### src/rtl/multicycle_core.sv
// Multicycle RV32I subset core (ADD, SUB, ADDI, LW, SW, BEQ, BNE, JAL).
// Each instruction moves through FETCH, DECODE, EXEC, optionally MEM, and WB.
// An illegal instruction parks the core in HALT until reset.
//
// Memory handshake: a request output is high for the entire access, and
// address/data/we stay stable throughout. The access completes on the first
// rising edge at which the matching ready input is high. A ready input that
// is high while its request is low has no effect.
module multicycle_core #(
  parameter int                    DATA_WIDTH = 32,
  parameter int                    ADDR_WIDTH = 32,
  parameter logic [ADDR_WIDTH-1:0] RESET_PC   = '0
) (
  input  logic                  clk,
  input  logic                  rst_n,
  output logic                  imem_req,
  output logic [ADDR_WIDTH-1:0] imem_addr,
  input  logic                  imem_ready,
  input  logic [31:0]           imem_rdata,
  output logic                  dmem_req,
  output logic                  dmem_we,
  output logic [ADDR_WIDTH-1:0] dmem_addr,
  output logic [DATA_WIDTH-1:0] dmem_wdata,
  input  logic                  dmem_ready,
  input  logic [DATA_WIDTH-1:0] dmem_rdata,
  output logic [DATA_WIDTH-1:0] a0,
  output logic                  halted,
  output logic [2:0]            state_o
);

  typedef enum logic [2:0] {
    S_FETCH  = 3'd0,
    S_DECODE = 3'd1,
    S_EXEC   = 3'd2,
    S_MEM    = 3'd3,
    S_WB     = 3'd4,
    S_HALT   = 3'd5
  } state_t;

  state_t state_r, state_nx;

  logic [ADDR_WIDTH-1:0] pc_r;
  logic [31:0]           ir_r;
  logic [DATA_WIDTH-1:0] a_r, b_r, imm_r, alur_r, mdr_r;
  logic [DATA_WIDTH-1:0] regs [0:31];

  // Instruction fields
  logic [6:0] opcode, funct7;
  logic [2:0] funct3;
  logic [4:0] rd, rs1, rs2;
  assign opcode = ir_r[6:0];
  assign rd     = ir_r[11:7];
  assign funct3 = ir_r[14:12];
  assign rs1    = ir_r[19:15];
  assign rs2    = ir_r[24:20];
  assign funct7 = ir_r[31:25];

  logic                  is_add, is_sub, is_addi, is_lw, is_sw, is_beq, is_bne, is_jal;
  logic                  legal;
  logic [31:0]           imm32;
  logic [DATA_WIDTH-1:0] imm_ext;

  // Decode the instruction class and assemble the raw immediate for its format
  always_comb begin
    is_add  = 1'b0;
    is_sub  = 1'b0;
    is_addi = 1'b0;
    is_lw   = 1'b0;
    is_sw   = 1'b0;
    is_beq  = 1'b0;
    is_bne  = 1'b0;
    is_jal  = 1'b0;
    imm32   = '0;
    case (opcode)
      7'b0110011: begin
        is_add = (funct3 == 3'b000) && (funct7 == 7'b0000000);
        is_sub = (funct3 == 3'b000) && (funct7 == 7'b0100000);
      end
      7'b0010011: begin
        is_addi = (funct3 == 3'b000);
        imm32   = {{20{ir_r[31]}}, ir_r[31:20]};
      end
      7'b0000011: begin
        is_lw = (funct3 == 3'b010);
        imm32 = {{20{ir_r[31]}}, ir_r[31:20]};
      end
      7'b0100011: begin
        is_sw = (funct3 == 3'b010);
        imm32 = {{20{ir_r[31]}}, ir_r[31:25], ir_r[11:7]};
      end
      7'b1100011: begin
        is_beq = (funct3 == 3'b000);
        is_bne = (funct3 == 3'b001);
        imm32  = {{19{ir_r[31]}}, ir_r[31], ir_r[7], ir_r[30:25], ir_r[11:8], 1'b0};
      end
      7'b1101111: begin
        is_jal = 1'b1;
        imm32  = {{11{ir_r[31]}}, ir_r[31], ir_r[19:12], ir_r[20], ir_r[30:21], 1'b0};
      end
      default: ;
    endcase
  end

  assign legal   = is_add | is_sub | is_addi | is_lw | is_sw | is_beq | is_bne | is_jal;
  assign imm_ext = DATA_WIDTH'($signed(imm32));

  // Datapath helpers; PC results always have their two LSBs cleared
  function automatic logic [ADDR_WIDTH-1:0] align_pc(input logic [ADDR_WIDTH-1:0] p);
    return {p[ADDR_WIDTH-1:2], 2'b00};
  endfunction

  logic [DATA_WIDTH-1:0] alu_res, ls_addr;
  logic [ADDR_WIDTH-1:0] pc_plus4, pc_imm;
  logic                  br_taken;

  assign alu_res  = is_sub ? (a_r - b_r) : (a_r + (is_addi ? imm_r : b_r));
  assign ls_addr  = a_r + imm_r;
  assign pc_plus4 = pc_r + ADDR_WIDTH'(4);
  assign pc_imm   = pc_r + ADDR_WIDTH'($signed(imm_r));
  assign br_taken = is_beq ? (a_r == b_r) : (a_r != b_r);

  // State register
  always_ff @(posedge clk or negedge rst_n) begin
    if (!rst_n) state_r <= S_FETCH;
    else        state_r <= state_nx;
  end

  // Next-state logic
  always_comb begin
    state_nx = state_r;
    case (state_r)
      S_FETCH:  if (imem_ready) state_nx = S_DECODE;
      S_DECODE: state_nx = legal ? S_EXEC : S_HALT;
      S_EXEC: begin
        if (is_lw || is_sw)        state_nx = S_MEM;
        else if (is_beq || is_bne) state_nx = S_FETCH;
        else                       state_nx = S_WB;
      end
      S_MEM:    if (dmem_ready) state_nx = is_lw ? S_WB : S_FETCH;
      S_WB:     state_nx = S_FETCH;
      S_HALT:   state_nx = S_HALT;
      default:  state_nx = S_FETCH;
    endcase
  end

  // Outputs decoded from the current state; the fetch request stays low while reset is held
  always_comb begin
    imem_req = rst_n && (state_r == S_FETCH);
    dmem_req = (state_r == S_MEM);
    dmem_we  = (state_r == S_MEM) && is_sw;
    halted   = (state_r == S_HALT);
  end

  assign imem_addr  = pc_r;
  assign dmem_addr  = ADDR_WIDTH'(alur_r);
  assign dmem_wdata = b_r;
  assign a0         = regs[10];
  assign state_o    = state_r;

  // Datapath registers, register file and PC, updated per state
  always_ff @(posedge clk or negedge rst_n) begin
    if (!rst_n) begin
      pc_r   <= RESET_PC;
      ir_r   <= '0;
      a_r    <= '0;
      b_r    <= '0;
      imm_r  <= '0;
      alur_r <= '0;
      mdr_r  <= '0;
      for (int i = 0; i < 32; i++) regs[i] <= '0;
    end else begin
      case (state_r)
        S_FETCH: if (imem_ready) ir_r <= imem_rdata;
        S_DECODE: begin
          a_r   <= regs[rs1];
          b_r   <= regs[rs2];
          imm_r <= imm_ext;
        end
        S_EXEC: begin
          if (is_add || is_sub || is_addi) begin
            alur_r <= alu_res;
          end else if (is_lw || is_sw) begin
            alur_r <= ls_addr;
          end else if (is_beq || is_bne) begin
            pc_r <= align_pc(br_taken ? pc_imm : pc_plus4);
          end else if (is_jal) begin
            alur_r <= DATA_WIDTH'(pc_plus4);
            pc_r   <= align_pc(pc_imm);
          end
        end
        S_MEM: begin
          if (dmem_ready) begin
            if (is_lw) mdr_r <= dmem_rdata;
            else       pc_r  <= align_pc(pc_plus4);
          end
        end
        S_WB: begin
          if (rd != 5'd0) regs[rd] <= is_lw ? mdr_r : alur_r;
          if (!is_jal)    pc_r     <= align_pc(pc_plus4);
        end
        default: ;
      endcase
    end
  end

endmodule

### config.mk
export PLATFORM = sky130hd
export DESIGN_NAME = multicycle_core
export DESIGN_NICKNAME = d
export VERILOG_FILES = /design/src/rtl/multicycle_core.sv
export SDC_FILE = /design/constraint.sdc
export NUM_CORES = 2
export LEC_CHECK = 0
export CAP_MARGIN = 20
export CORE_ASPECT_RATIO = 0.6
export CORE_MARGIN = 5
export CORE_UTILIZATION = 45
export DETAILED_ROUTE_END_ITERATION = 10
export PLACE_DENSITY = 0.68
export SLEW_MARGIN = 10
export SYNTH_ARGS = -nofsm -noshare
export SYNTH_HDL_FRONTEND = slang
export SYNTH_SLANG_ARGS = --single-unit
### constraint.sdc
create_clock -name clk -period 10.9 [get_ports clk]
set_clock_uncertainty 0.2 [all_clocks]
set_input_delay 1.635 -clock clk [delete_from_list [all_inputs] [get_ports clk]]
set_output_delay 1.635 -clock clk [all_outputs]
set_load 0.02 [all_outputs]
# Yosys cells after proc, flatten, opt, wreduce, memory -nomap -nowiden

Cells that the tools add are included.
Widths: inputs -> output; s select.

Flip-flop bits (word level): 1,251
Output and inout bits: 135

Add/sub/neg operators: 5
Order comparisons: 4
Eq/ne operators: 24
Muxes and demuxes: 42
Bitwise operators: 10
Reduce and logical (&&, ||, !) cells: 22

Operator list:

| kind                  | count |
|---|---|
| $bwmux 1024           | 1 |
| $mux 32               | 20 |
| $bmux 32 s5           | 2 |
| $demux 32 s5          | 1 |
| $pmux 32 s4           | 1 |
| $add 32x32->32        | 3 |
| $pmux 32 s3           | 1 |
| $add 32x3->32 const B | 1 |
| $eq 32x32->1          | 1 |
| $ne 32x32->1          | 1 |
| $sub 32x32->32        | 1 |
| $eq 7x6->1 const B    | 3 |
| $ge 6x6->1 const B    | 3 |
| $mux 3                | 6 |
| $not 5->6             | 3 |
| $pmux 3 s5            | 1 |
| $eq 7x7->1 const B    | 2 |
| $ne 2x2->1 const B    | 5 |
| $eq 3x2->1 const B    | 3 |
| $mux 1                | 9 |
| $eq 7x2->1 const B    | 1 |
| $eq 7x5->1 const B    | 1 |
| $logic_not 7->1       | 1 |
| $or 1x1->1            | 7 |
| other kinds (15)      | 29 |

# Logic depth before layout (Yosys ltp)

Word-level depth: 12
Gate-level depth with buffers: 21
Mapped depth without buffers: 20

# Worst setup path before layout

Ideal clock, no wire load.

Path type: register to register
From: register ir_r[3]
To: register alur_r[31] (netlist: dmem_addr[31])
Arrival time: 4.646 ns
Slack: 5.972 ns
Stages on the path, launching flop included: 20
Clock period less this slack: 4.928 ns
Path through: dfrtp_1 > or4_4 > nor2_1 > and2_0 > clkbuf_1 > clkbuf_1 > nand2_1 > o21ai_0 > ha_1 > o21ai_0 > o21bai_1 > o41a_1 > o211ai_2 > o21ai_2 > a31oi_4 > o211ai_2 > or3_1 > a31o_1 > a211o_1 > a31oi_1

Longest elaborated chain between the ends: 6

RTL lines:

| item                                               | RTL line | RTL |
|---|---|---|
| start, declared                                    | 43       | `logic [31:0] ir_r;` |
| start signal, assigned                             | 173      | `S_FETCH: if (imem_ready) ir_r <= imem_rdata;` |
| $eq 7x5->1 or $eq 7x6->1 (tied branches)           | 74       | `case (opcode)` |
| $mux 1                                             | 74       |  |
| $mux 32 or $logic_or 1x1->1 (tied branches)        | 116, 180 |  |
| $add 32x32->32 or $logic_or 1x1->1 (tied branches) | 116, 180 |  |
| $mux 32, or another cell as far along              | 116      | `assign alu_res = is_sub ? (a_r - b_r) : (a_r + (is_addi ? imm_r : b_r));` |
| $mux 32 or $reduce_and 3->1 (tied branches)        | n/a      |  |
| end signal, assigned                               | 181      | `alur_r <= alu_res;` |
| end signal, assigned                               | 183      | `alur_r <= ls_addr;` |
| end signal, assigned                               | 187      | `alur_r <= DATA_WIDTH'(pc_plus4);` |
| end, declared                                      | 44       | `logic [DATA_WIDTH-1:0] a_r, b_r, imm_r, alur_r, mdr_r;` |

Several ways; a longest one is shown, not always the timed one.
A chain may end at the register's enable or synchronous reset.

# Final worst setup path

From: register ir_r[6]
To: register alur_r[26] (netlist: dmem_addr[26])

Same word-level chain as after synthesis.

==> impl_metrics.toml <==
[sta]
fin_setup_tns_ns = 0
drv_slew = 0
period_share_pct = 53.66
period_needed_ns = 5.849
slew_headroom_pct = 23.75
whs_ns = 0.1959
finalHoldViolCount = 0
rsz0062_at_grt = "false"
setup_violations = 0
worstMarginPinSlew_ns = 1.144
layout_setup_ws_ns = 5.051
max_freq_ghz = 0.1710

[clock_tree]
post_cts_resized = 0
clk-insertion-delay-late_ns = 0.75
cts_hold_buf = 0
cts_buffers = 111
path_clk_slew_ns = 0.07
cts_htree_levels = 3
post_cts_buffers = 0
cts_tree = "yes"
cts_sinks = 1238
root_buffer = "clkbuf_16"
clock_path_buffers = 3

[setup_path]
crit_path_frequent_cell = "nor2_1"
worstPathArrival_ns = 6.26
cp_slowest_cell = "or4_4"
start_kind = "flip-flop"
path_cells = "or4_4, nor2_1, and2_1, buf_4, nand2_1, nand2_1, ha_1, inv_1, fa_1, nor2b_1, o31a_1, o31a_1, o21ai_1, o21ai_1, a22oi_1, and3_1, nor2_1, mux2i_1, a221oi_1, nor2_1"
required_ns = 11.31
worstSetupPathType = "reg2reg"
worstPathMaxFanout = 41
slowest_delay_ns = 0.54
end_kind = "flip-flop"

[routing]
postRouteAntennaNets = 0
first_iter_violations = 7146
vias = 52040
wl_per_cell_um = 26.89
first_pass_iters = 7
routed_wl_um = 220100
routed_via_density = 6.358
drc = 0

[logic_synthesis]
yosys.cell_count.top_type = "dfrtp_1"
yosys.area.top_type = "dfrtp_1"
ys_ff_latch = 1238
ys_async_sr_fraction_pct = 100.0
synthTopCellsByCount = "dfrtp_1, nand2_1, o21ai_0"
syn_avg_cell_area_um2 = 10.94
ys_warn_count = 0
seq_area_frac_synth_pct = 45.39
ys.flop_type = "dfrtp_1"
yosysTopAreaCellShare_pct = 45.39
syn_inst = 6238
synth.area.top_cells = "dfrtp_1, mux4_2, o21ai_0"
synth_edf_count = 0
yosys.cell_types.count = 81
netlist_area_mm2 = 0.06826

[placement]
portBuffers = 200
placed_area_mm2 = 0.07179
place.gp.congestion = 0.9787
dp_hpwl_um = 143500
pre_cts_ws_ns = 5.241

[floorplanning]
num_rows = 110
start_util_pct = 45.42
die_area_mm2 = 0.1598
die_w_um = 512.8
io_pins = 203
fp.dieH_um = 311.7
core_area_mm2 = 0.1503

[global_route]
grt_overflow = 0
grt.total_usage_pct = 27.27
grt_max_degree = 169
first_global_vias = 50800
antenna_found_initial = 4
grt_pass1_wl_um = 333000

[power_and_ir_drop]
powerDensity_mw_per_mm2 = 194.9
power_w = 0.01474
p_leak_nw = 31.82
ir_worst_vdd_v = 0.0002526

[job]
drv_cap = 0

[cells_and_area]
drive_gt1_share_pct = 17.77
finalInstanceArea_mm2 = 0.07563
synthToLayoutAreaGrowth_pct = 10.79
fin_nets = 6278
antenna_cells = 0
fill_cells = 13110

[outcome]
status = "finished, final reports clean"

[min_path]
min_path_type = "reg2reg"
## flip-flops by register name, indices dropped and copies added, names as in the netlist
name,cells
a0,32
a_r,32
dmem_addr,32
dmem_wdata,32
imem_addr,30
imm_r,21
ir_r,32
mdr_r,32
regs,992
state_o,3
## power breakdown
part	internal [W]	switching [W]	leakage, nW
clock	0.00231	0.00189	1.87
sequential	0.00499	0.000710	17.1
combinational	0.00203	0.00281	12.9
total	0.00933	0.00541	31.8
## routing by layer
layer / vias up / global-route usage [%] / part of all wire [%] / wire [µm]
li1: 22350 / - / - / -
met1: 26620 / 41.46 / 43 / 95630
met2: 2673 / 39.64 / 44 / 95860
met3: 397 / 5.892 / 9.9 / 21790
met4: 2 / 7.473 / 3.1 / 6794
met5: - / 0 / 0.0055 / 12
## cell usage in the layout, fill, tap and decap left out, drive strengths merged, types with 70 or more instances in the layout
cell           instances
ha                   126
clkbuf               151
inv                   70
mux4                 640
mux2i                101
o21ai                882
nor2                 491
a21o                  88
a21oi                476
dfrtp               1238
clkdlybuf4s50        199
nand2                911
buf                  124
## worst max-delay path, delay by kind of cell (launching register included)
kind | cells | cell delay (ns)
compound gates | 6 | 1.56
fa+ha+maj | 2 | 0.70
buf+inv | 2 | 0.49
flops | 1 | 0.47
mux | 1 | 0.15
simple gates | 9 | 2.15
## cell type report
class	count	area (µm²)	share of cell area, %
Clock buffer	151	3158	4.176
Inverter	64	240.2	0.3177
Multi-Input combinational cell	4342	34960	46.23
Timing Repair Buffer	323	3060	4.047
Tap cell	2016	2522	3.335
Clock inverter	51	673.1	0.8901
Sequential cell	1238	31010	41.01
## kinds of logic after synthesis
kind of cell / count (synthesis) / synth area share [%]
compound gates: 1653 / 13.39
simple gates: 1633 / 9.750
flops: 1238 / 45.39
mux: 807 / 23.69
buf+inv: 659 / 3.851
fa+ha+maj: 130 / 2.427
xor+xnor: 117 / 1.501
other cells: 1 / 0.005494
## through the flow
stage / util, % / cells
3_5_place_dp: 47.77 / 7983
5_1_grt: 50.32 / 8185
2_1_floorplan: - / 6239
3_3_place_gp: 47.77 / 7983
6_report: 50.32 / 8185
4_1_cts: 50.31 / 8185
## path summary, 6_finish.rpt
kind	from	end	slack, ns	cells after the start
worst max-delay path	ir_r[6]	dmem_addr[26]	5.05	20
worst min register to register	regs[1020]	regs[1020]	0.20	0
min in group asynchronous	rst_n	regs[605]	0.56	1
worst max register to register	ir_r[6]	dmem_addr[26]	5.05	20
max in group asynchronous	rst_n	ir_r[16]	6.92	4
worst min-delay path	regs[1020]	regs[1020]	0.20	0
No activity file was read; power rests on OpenSTA's default activity.
